**config.mk**
```make
export PLATFORM = sky130hd
export DESIGN_NAME = uart_word_loader
export DESIGN_NICKNAME = d
export VERILOG_FILES = /design/src/rtl/uart_word_loader.sv
export SDC_FILE = /design/constraint.sdc
export NUM_CORES = 1
export LEC_CHECK = 0
export ABC_AREA = 0
export CAP_MARGIN = 20
export CORE_MARGIN = 3
export CORE_UTILIZATION = 55
export CTS_CLUSTER_DIAMETER = 40
export DETAILED_ROUTE_END_ITERATION = 8
export DONT_BUFFER_PORTS = 1
export GPL_TIMING_DRIVEN = 1
export HOLD_SLACK_MARGIN = 0.08
export PLACE_DENSITY = 0.67
export SYNTH_ARGS = -nofsm -noshare
export SYNTH_HDL_FRONTEND = slang
export SYNTH_SLANG_ARGS = --single-unit
export TNS_END_PERCENT = 30
```
**constraint.sdc**
```tcl
create_clock -name fpga_clk -period 4.3 [get_ports fpga_clk]
set_input_delay 0.86 -clock fpga_clk [delete_from_list [all_inputs] [get_ports fpga_clk]]
set_output_delay 0.86 -clock fpga_clk [all_outputs]
set_load 0.01 [all_outputs]
```
**src/rtl/uart_word_loader.sv**
```systemverilog
// uart_word_loader: 8N1 UART receiver that packs bytes little-endian into
// 32-bit words. Each completed word leaves as a one-cycle write strobe with
// its byte address. An idle timeout flushes any partial word and raises done.
module uart_word_loader #(
    parameter int CLK_HZ       = 100_000_000,
    parameter int BAUD         = 115200,
    parameter int ADDR_STEP    = 4,
    parameter int TIMEOUT_BITS = 32
) (
    input  logic        fpga_clk,
    input  logic        reset_n,
    input  logic        rx,
    output logic [31:0] data_out,
    output logic [31:0] addr_out,
    output logic        wr_en,
    output logic        done,
    output logic        frame_err
);

    localparam int CLKS_PER_BIT = CLK_HZ / BAUD;
    localparam int CNT_W        = $clog2(CLKS_PER_BIT + 1);
    localparam logic [CNT_W-1:0] BIT_LAST = CNT_W'(CLKS_PER_BIT - 1);
    localparam logic [CNT_W-1:0] BIT_HALF = CNT_W'(CLKS_PER_BIT / 2);
    localparam logic [31:0] IDLE_LIMIT = 32'(TIMEOUT_BITS * CLKS_PER_BIT);
    localparam logic [31:0] STEP       = 32'(ADDR_STEP);

    typedef enum logic [1:0] {
        ST_IDLE,
        ST_START,
        ST_DATA,
        ST_STOP
    } rx_state_t;

    // ------------------------------------------------------------------
    // Input synchroniser and start-edge detection
    // ------------------------------------------------------------------
    logic       rx_meta_reg;
    logic       rx_s_reg;
    logic       rx_prev_reg;
    logic [2:0] warm_reg;
    logic       rx_fall;

    // Two-flop synchroniser plus one delayed copy for edge detection.
    // warm_reg marks when rx_prev_reg holds a genuine line sample rather than
    // the reset preset, so a line held low across reset release is not seen
    // as a falling edge.
    always_ff @(posedge fpga_clk) begin
        if (!reset_n) begin
            rx_meta_reg <= 1'b1;
            rx_s_reg    <= 1'b1;
            rx_prev_reg <= 1'b1;
            warm_reg    <= 3'b000;
        end else begin
            rx_meta_reg <= rx;
            rx_s_reg    <= rx_meta_reg;
            rx_prev_reg <= rx_s_reg;
            warm_reg    <= {warm_reg[1:0], 1'b1};
        end
    end

    assign rx_fall = warm_reg[2] & rx_prev_reg & ~rx_s_reg;

    // ------------------------------------------------------------------
    // Receive FSM
    // ------------------------------------------------------------------
    rx_state_t        state_reg,   state_next;
    logic [CNT_W-1:0] bit_cnt_reg, bit_cnt_next;
    logic [2:0]       bit_idx_reg, bit_idx_next;
    logic [7:0]       shift_reg,   shift_next;
    logic             byte_valid;
    logic             byte_bad;
    logic             start_entry;

    logic        got_byte_reg;
    logic        done_reg;
    logic        pend_done_reg;
    logic [31:0] idle_cnt_reg;
    logic        timeout_hit;
    logic        frozen;

    assign timeout_hit = (state_reg == ST_IDLE) && got_byte_reg && !done_reg &&
                         !pend_done_reg && (idle_cnt_reg == IDLE_LIMIT);
    assign frozen      = done_reg | pend_done_reg | timeout_hit;

    // FSM state register and bit timing counters.
    always_ff @(posedge fpga_clk) begin
        if (!reset_n) begin
            state_reg   <= ST_IDLE;
            bit_cnt_reg <= '0;
            bit_idx_reg <= 3'd0;
            shift_reg   <= 8'h00;
        end else begin
            state_reg   <= state_next;
            bit_cnt_reg <= bit_cnt_next;
            bit_idx_reg <= bit_idx_next;
            shift_reg   <= shift_next;
        end
    end

    // Next-state logic: mid-bit sampling of start, data and stop bits.
    always_comb begin
        state_next   = state_reg;
        bit_cnt_next = bit_cnt_reg;
        bit_idx_next = bit_idx_reg;
        shift_next   = shift_reg;
        byte_valid   = 1'b0;
        byte_bad     = 1'b0;
        start_entry  = 1'b0;
        case (state_reg)
            ST_IDLE: begin
                if (!frozen && rx_fall) begin
                    state_next   = ST_START;
                    bit_cnt_next = '0;
                    start_entry  = 1'b1;
                end
            end
            ST_START: begin
                if (bit_cnt_reg == BIT_HALF) begin
                    bit_cnt_next = '0;
                    bit_idx_next = 3'd0;
                    // A high line at mid start bit was only a glitch.
                    state_next   = rx_s_reg ? ST_IDLE : ST_DATA;
                end else begin
                    bit_cnt_next = bit_cnt_reg + 1'b1;
                end
            end
            ST_DATA: begin
                if (bit_cnt_reg == BIT_LAST) begin
                    bit_cnt_next = '0;
                    shift_next   = {rx_s_reg, shift_reg[7:1]};
                    if (bit_idx_reg == 3'd7) begin
                        state_next = ST_STOP;
                    end else begin
                        bit_idx_next = bit_idx_reg + 3'd1;
                    end
                end else begin
                    bit_cnt_next = bit_cnt_reg + 1'b1;
                end
            end
            ST_STOP: begin
                if (bit_cnt_reg == BIT_LAST) begin
                    bit_cnt_next = '0;
                    // Leave mid stop bit so a following start bit is not missed.
                    state_next   = ST_IDLE;
                    byte_valid   = rx_s_reg;
                    byte_bad     = ~rx_s_reg;
                end else begin
                    bit_cnt_next = bit_cnt_reg + 1'b1;
                end
            end
            default: begin
                state_next = ST_IDLE;
            end
        endcase
    end

    // ------------------------------------------------------------------
    // Idle timeout counter
    // ------------------------------------------------------------------
    // Counts idle cycles once at least one good byte has arrived; any new
    // start bit restarts the count, so it can never fire alongside byte_valid.
    always_ff @(posedge fpga_clk) begin
        if (!reset_n) begin
            idle_cnt_reg <= 32'd0;
        end else if (start_entry) begin
            idle_cnt_reg <= 32'd0;
        end else if ((state_reg == ST_IDLE) && got_byte_reg && !done_reg &&
                     !pend_done_reg && (idle_cnt_reg != IDLE_LIMIT)) begin
            idle_cnt_reg <= idle_cnt_reg + 32'd1;
        end
    end

    // ------------------------------------------------------------------
    // Word packing
    // ------------------------------------------------------------------
    logic [31:0] word_reg;
    logic [31:0] word_next;
    logic [1:0]  lane_reg;
    logic [31:0] addr_cnt_reg;
    logic [31:0] data_out_reg;
    logic [31:0] addr_out_reg;
    logic        wr_en_reg;
    logic        frame_err_reg;

    // Each byte lane takes the received byte only when it is the active lane.
    generate
        for (genvar gi = 0; gi < 4; gi++) begin : g_lane
            assign word_next[8*gi +: 8] = (byte_valid && (lane_reg == 2'(gi))) ?
                                          shift_reg : word_reg[8*gi +: 8];
        end
    endgenerate

    // Lane/address bookkeeping, write strobe, timeout flush and sticky flags.
    always_ff @(posedge fpga_clk) begin
        if (!reset_n) begin
            word_reg      <= 32'd0;
            lane_reg      <= 2'd0;
            addr_cnt_reg  <= 32'd0;
            data_out_reg  <= 32'd0;
            addr_out_reg  <= 32'd0;
            wr_en_reg     <= 1'b0;
            pend_done_reg <= 1'b0;
            done_reg      <= 1'b0;
            frame_err_reg <= 1'b0;
            got_byte_reg  <= 1'b0;
        end else begin
            wr_en_reg <= 1'b0;
            if (pend_done_reg) begin
                done_reg <= 1'b1;
            end
            if (byte_bad) begin
                frame_err_reg <= 1'b1;
            end
            if (byte_valid) begin
                got_byte_reg <= 1'b1;
                if (lane_reg == 2'd3) begin
                    data_out_reg <= word_next;
                    addr_out_reg <= addr_cnt_reg;
                    addr_cnt_reg <= addr_cnt_reg + STEP;
                    wr_en_reg    <= 1'b1;
                    word_reg     <= 32'd0;
                    lane_reg     <= 2'd0;
                end else begin
                    word_reg <= word_next;
                    lane_reg <= lane_reg + 2'd1;
                end
            end else if (timeout_hit) begin
                if (lane_reg != 2'd0) begin
                    // Flush the partial word; unfilled lanes are already zero.
                    data_out_reg  <= word_reg;
                    addr_out_reg  <= addr_cnt_reg;
                    addr_cnt_reg  <= addr_cnt_reg + STEP;
                    wr_en_reg     <= 1'b1;
                    word_reg      <= 32'd0;
                    lane_reg      <= 2'd0;
                    pend_done_reg <= 1'b1;
                end else begin
                    done_reg <= 1'b1;
                end
            end
        end
    end

    assign data_out  = data_out_reg;
    assign addr_out  = addr_out_reg;
    assign wr_en     = wr_en_reg;
    assign done      = done_reg;
    assign frame_err = frame_err_reg;

endmodule
```
## Word-level counts from Yosys, hierarchy flattened

Index checks and enable logic that the tools add are counted.

| storage, ports and cells | value |
|---|---|
| word-level logic and storage cells | 131 |
| input bits | 3 |
| bits in registers | 196 |
| output and inout port bits | 67 |

| cells by class | value |
|---|---|
| reduce and logical (&&, ||, !) cells | 27 |
| equality and inequality tests | 18 |
| $add $sub $neg | 5 |
| bitwise logic cells | 7 |
| multiplexer cells | 54 |

Operators by type and width:

| cell | count |
|---|---|
| two-way mux 32 bit | 16 |
| adder 32 x 1 -> 32 bit (second input constant) | 1 |
| adder 32 x 3 -> 32 bit (second input constant) | 1 |
| equality test 32 x 15 -> 1 bit (second input constant) | 1 |
| two-way mux 8 bit | 4 |
| != test 32 x 15 -> 1 bit (second input constant) | 1 |
| two-way mux 10 bit | 3 |
| case mux 10 bit (3 select lines) | 1 |
| two-way mux 2 bit | 10 |
| two-way mux 1 bit | 15 |
| != test 2 bit (second input constant) | 6 |
| adder 10 x 1 -> 10 bit (second input constant) | 1 |
| equality test 10 bit (second input constant) | 1 |
| equality test 10 x 9 -> 1 bit (second input constant) | 1 |
| logical AND 1 bit | 10 |
| two-way mux 3 bit | 3 |
| equality test 2 bit (second input constant) | 4 |
| case mux 2 bit (4 select lines) | 1 |
| nonzero test 2 bit | 4 |
| case mux 3 bit (2 select lines) | 1 |
| AND reduction 3 bit | 2 |
| AND reduction 5 bit | 1 |
| equality test 2 x 1 -> 1 bit (second input constant) | 2 |
| zero test 2 bit | 2 |
| 11 further kinds | 19 |

## Depth between registers and ports, before layout

| logic depth | value |
|---|---|
| depth in word-level cells | 11 |
| gate-level depth with buffers | 9 |

## Worst setup path before layout

No wires, ideal clock.

| path | value |
|---|---|
| path type | register -> register |
| start | register bit_cnt_reg[2] |
| end | register addr_cnt_reg[30] |
| stages on the path, launching flop included | 10 |
| data required time | 4169 ps |
| arrival | 2310 ps |
| clock period less this slack | 2441 ps |
| path slack | 1859 ps |
| setup time | 131 ps |
| cells stage by stage | dfxtp_1 or3b_1 buf_2 or4_1 buf_2 o32a_1 buf_6 buf_6 o311ai_1 o41ai_1 |

| on the way | value |
|---|---|
| cells in the longest elaborated chain, start to end | 5 |
| elaborated cells on any way between the ends | 8 |
| those cells by class | eq/ne: 2; mux: 3; reduce/logical: 3 |

Ends and longest elaborated chain:

| element | RTL line | source |
|---|---|---|
| start, declared | 67 | `logic [CNT_W-1:0] bit_cnt_reg, bit_cnt_next;` |
| start signal, assigned | 94 | `bit_cnt_reg <= bit_cnt_next;` |
| equality test 10 bit (*) | 141 | `if (bit_cnt_reg == BIT_LAST) begin` |
| two-way mux 1 bit (*) | 141 |  |
| two-way mux 1 bit (*) | 109 | `case (state_reg)` |
| != test 2 x 1 -> 1 bit (no line) or nonzero test 2 bit (tied branches) | -- |  |
| AND reduction 3 bit (no line) | -- |  |
| end signal, assigned | 219 | `addr_cnt_reg <= addr_cnt_reg + STEP;` |
| end signal, assigned | 232 | `addr_cnt_reg <= addr_cnt_reg + STEP;` |
| end, declared | 179 | `logic [31:0] addr_cnt_reg;` |

Mark *: on every way between the ends. The rest lies on a longest branch, timed or not.
A chain may end at the register's enable or synchronous reset.

## Final worst setup path

| path | value |
|---|---|
| start | register bit_cnt_reg[0] |
| end | register addr_cnt_reg[21] |

The elaborated chain is that of the path after synthesis.

==> impl_metrics.ini <==
[status]
status = completed

[yosys]
async_reset_ff_share_pct = 0
synth_top_area_share_pct = 44.86
yosysMostFrequentCell = dfxtp_1
ys_top_cells_by_count = dfxtp_1, nand2_1, nor2_1, nand3_1, clkbuf_1
synthFlopType = dfxtp_1
syn_area_mm2 = 0.008568
ys_ff_latch = 192
synth_cells = 997
synth_top_area_cell = dfxtp_1
synth-edff-count = 0
ys_seq_area_share_pct = 44.86
synth_area_per_cell_um2 = 8.594
yosysUniqueCellTypes = 54
synth_warnings = 0
yosys-top-cells-area = dfxtp_1, nand2_1, mux2i_1

[flow_run]
drv_cap = 0

[setup_path]
critPathMaxFanout = 39
worst_ep_required_time_ns = 4.59
worstPathArrival_ns = 3.59
r2r_start = bit_cnt_reg[0]
critPathMostFrequentCell = buf_4
path_cells = ha_1, nand4b_1, or4_1, buf_4, o32a_2, buf_4, o311ai_0, o41ai_1
startpoint_type = flip-flop
end_kind = flip-flop
slowest_delay_ns = 0.55
slowest_stage = or4_1
crit_type = flip-flop to flip-flop
worstSetupStartpoint = bit_cnt_reg[0]

[detailed_routing]
wl_per_cell_um = 17.00
vias_per_cell = 6.218
dr.pass1.iters = 6
vias = 7132
drc = 0
routed_wl_um = 19500
drt-initial-drc-count = 581
ant_nets = 0

[clocking]
clockBufferDepth = 2
cts_resized = 0
root_buffer = clkbuf_16
cts_tree = yes
cts_setup_buffers = 0
cts_buffers = 17
htreeDepth = 4
cts.sinks = 192
ctsHoldBuffers = 0
clk_pin_slew_ns = 0.07
clock_latency_ns = 0.43

[layout]
finalNetCount = 964
fillCellCount = 1313
layout.cells.non_filler = 1147
drive_above_1_share_pct = 5.919
syn_to_final_growth_pct = 6.279
antenna_cells = 0

[floorplan]
num_rows = 44
die_w_um = 130.8
start_util_pct = 57.64
fp.dieH_um = 130.8
dieArea_mm2 = 0.01711
core-area_mm2 = 0.01486
ios = 70

[power_and_ir_drop]
ir_drop_v = 0.0003136
p_per_area_mw_per_mm2 = 364.6
leakagePower_nw = 3.160

[global_routing]
grt_max_degree = 104
grt_pass1_vias = 6639
grt.overflow.total = 0
grt_pass1_wl_um = 32440
gr-usage-all-layers_pct = 23.12
antenna_found_initial = 0

[sta]
slew_headroom_pct = 30.97
worst_pin_slew_ns = 1.028
finalHoldViolCount = 0
drv_slew = 0
rsz0062_at_grt = no
fin_crit_ns = 3.295
clock_skew_ns = 0.01003
setup_viol = 0
fmax_ghz = 0.3035
timing.final.crit_share_pct = 76.62
setup_tns_ns = 0

[place]
place_congestion = 0.8114
numPortBuffers = 0
hpwl_um = 12790
dp_cells = 1115

[hold_path]
worstHoldStart = rx_meta_reg
holdCritPathClass = flip-flop to flip-flop
## critical path: cells and delay by family (launching register included)
family,cells,cell delay (ns)
AOI/OAI and AO/OA,3,1.08
adders and majority gates,1,0.24
buffers and inverters,2,0.63
DFF,1,0.41
and+or+nand+nor,2,0.79
## worst paths after layout
check                          end  slack (ns)  cells after the start
setup / recovery  addr_cnt_reg[21]        1.01                      8
hold / removal            rx_s_reg        0.41                      1
setup reg to reg  addr_cnt_reg[21]        1.01                      8
hold reg to reg           rx_s_reg        0.41                      1
## through the flow
stage	area [um^2]	setup WS [ns]	hold WS (ns)	power (mW)	util, %
after global routing	9106	0.8752	0.4315	3.433	61.26
after floorplan	8572	1.859	0.3863	1.862	-
after global placement	8543	1.241	0.3913	1.855	57.47
after detailed placement	8543	1.078	0.3977	1.857	57.47
final	9106	1.005	0.4109	3.320	61.26
after CTS	9106	1.050	0.4145	3.349	61.26
## kinds of logic after synthesis
group           count (synthesis)  share of synthesized area (%)
simple gates                  449                          26.31
flops                         192                          44.86
compound gates                170                          13.24
buf+inv                        90                          4.424
mux                            55                          6.542
xor+xnor                       29                          2.964
fa+ha+maj                      11                          1.606
other cells                     1                        0.04377
## report_power, final
group / switching [mW] / internal (mW) / leakage, nW / total (mW)
clock network: 0.726 / 0.779 / 0.274 / 1.50
logic: 0.0265 / 0.00803 / 1.34 / 0.0345
registers: 0.00153 / 1.78 / 1.55 / 1.78
total: 0.754 / 2.57 / 3.16 / 3.32
## metal layers
metal | routed length (um) | vias up | share of wire, % | GRT usage (%)
li1 | - | 3483 | - | -
met5 | 0 | - | 0 | 0
met4 | 324 | 0 | 1.7 | 7.804
met2 | 9519 | 184 | 49 | 37.41
met1 | 8648 | 3428 | 44 | 30.64
met3 | 1010 | 37 | 5.2 | 5.285
## layout by cell type, fill, tap and decap left out, types with 7 or more instances in the layout
cell type / instances
nor3_1: 8
nand2_1: 147
and3_1: 17
o311ai_0: 9
nor4_1: 10
xor2_1: 14
ha_1: 11
buf_4: 7
o21ai_0: 17
mux2i_1: 47
xnor2_1: 15
nand4_1: 33
o22ai_1: 8
nand2b_1: 31
nand3_1: 63
nor2_1: 79
nand3b_1: 18
a211oi_1: 24
a31oi_1: 27
inv_1: 15
a21oi_1: 47
clkbuf_16: 17
and4_1: 9
mux2_2: 8
dfxtp_1: 192
o41ai_1: 13
## area by class of cell
cell class              instances  area [um^2]  area share [%]
clock buffers                  18        439.2           4.823
flip-flops and latches        192         3844           42.21
multi-input cells             716         4357           47.84
inverters                      16        60.06          0.6595
repair buffers                  7        52.55          0.5771
clock inverters                14        123.9           1.360
well taps                     184        230.2           2.528
Power figures use the tool's default switching activity.
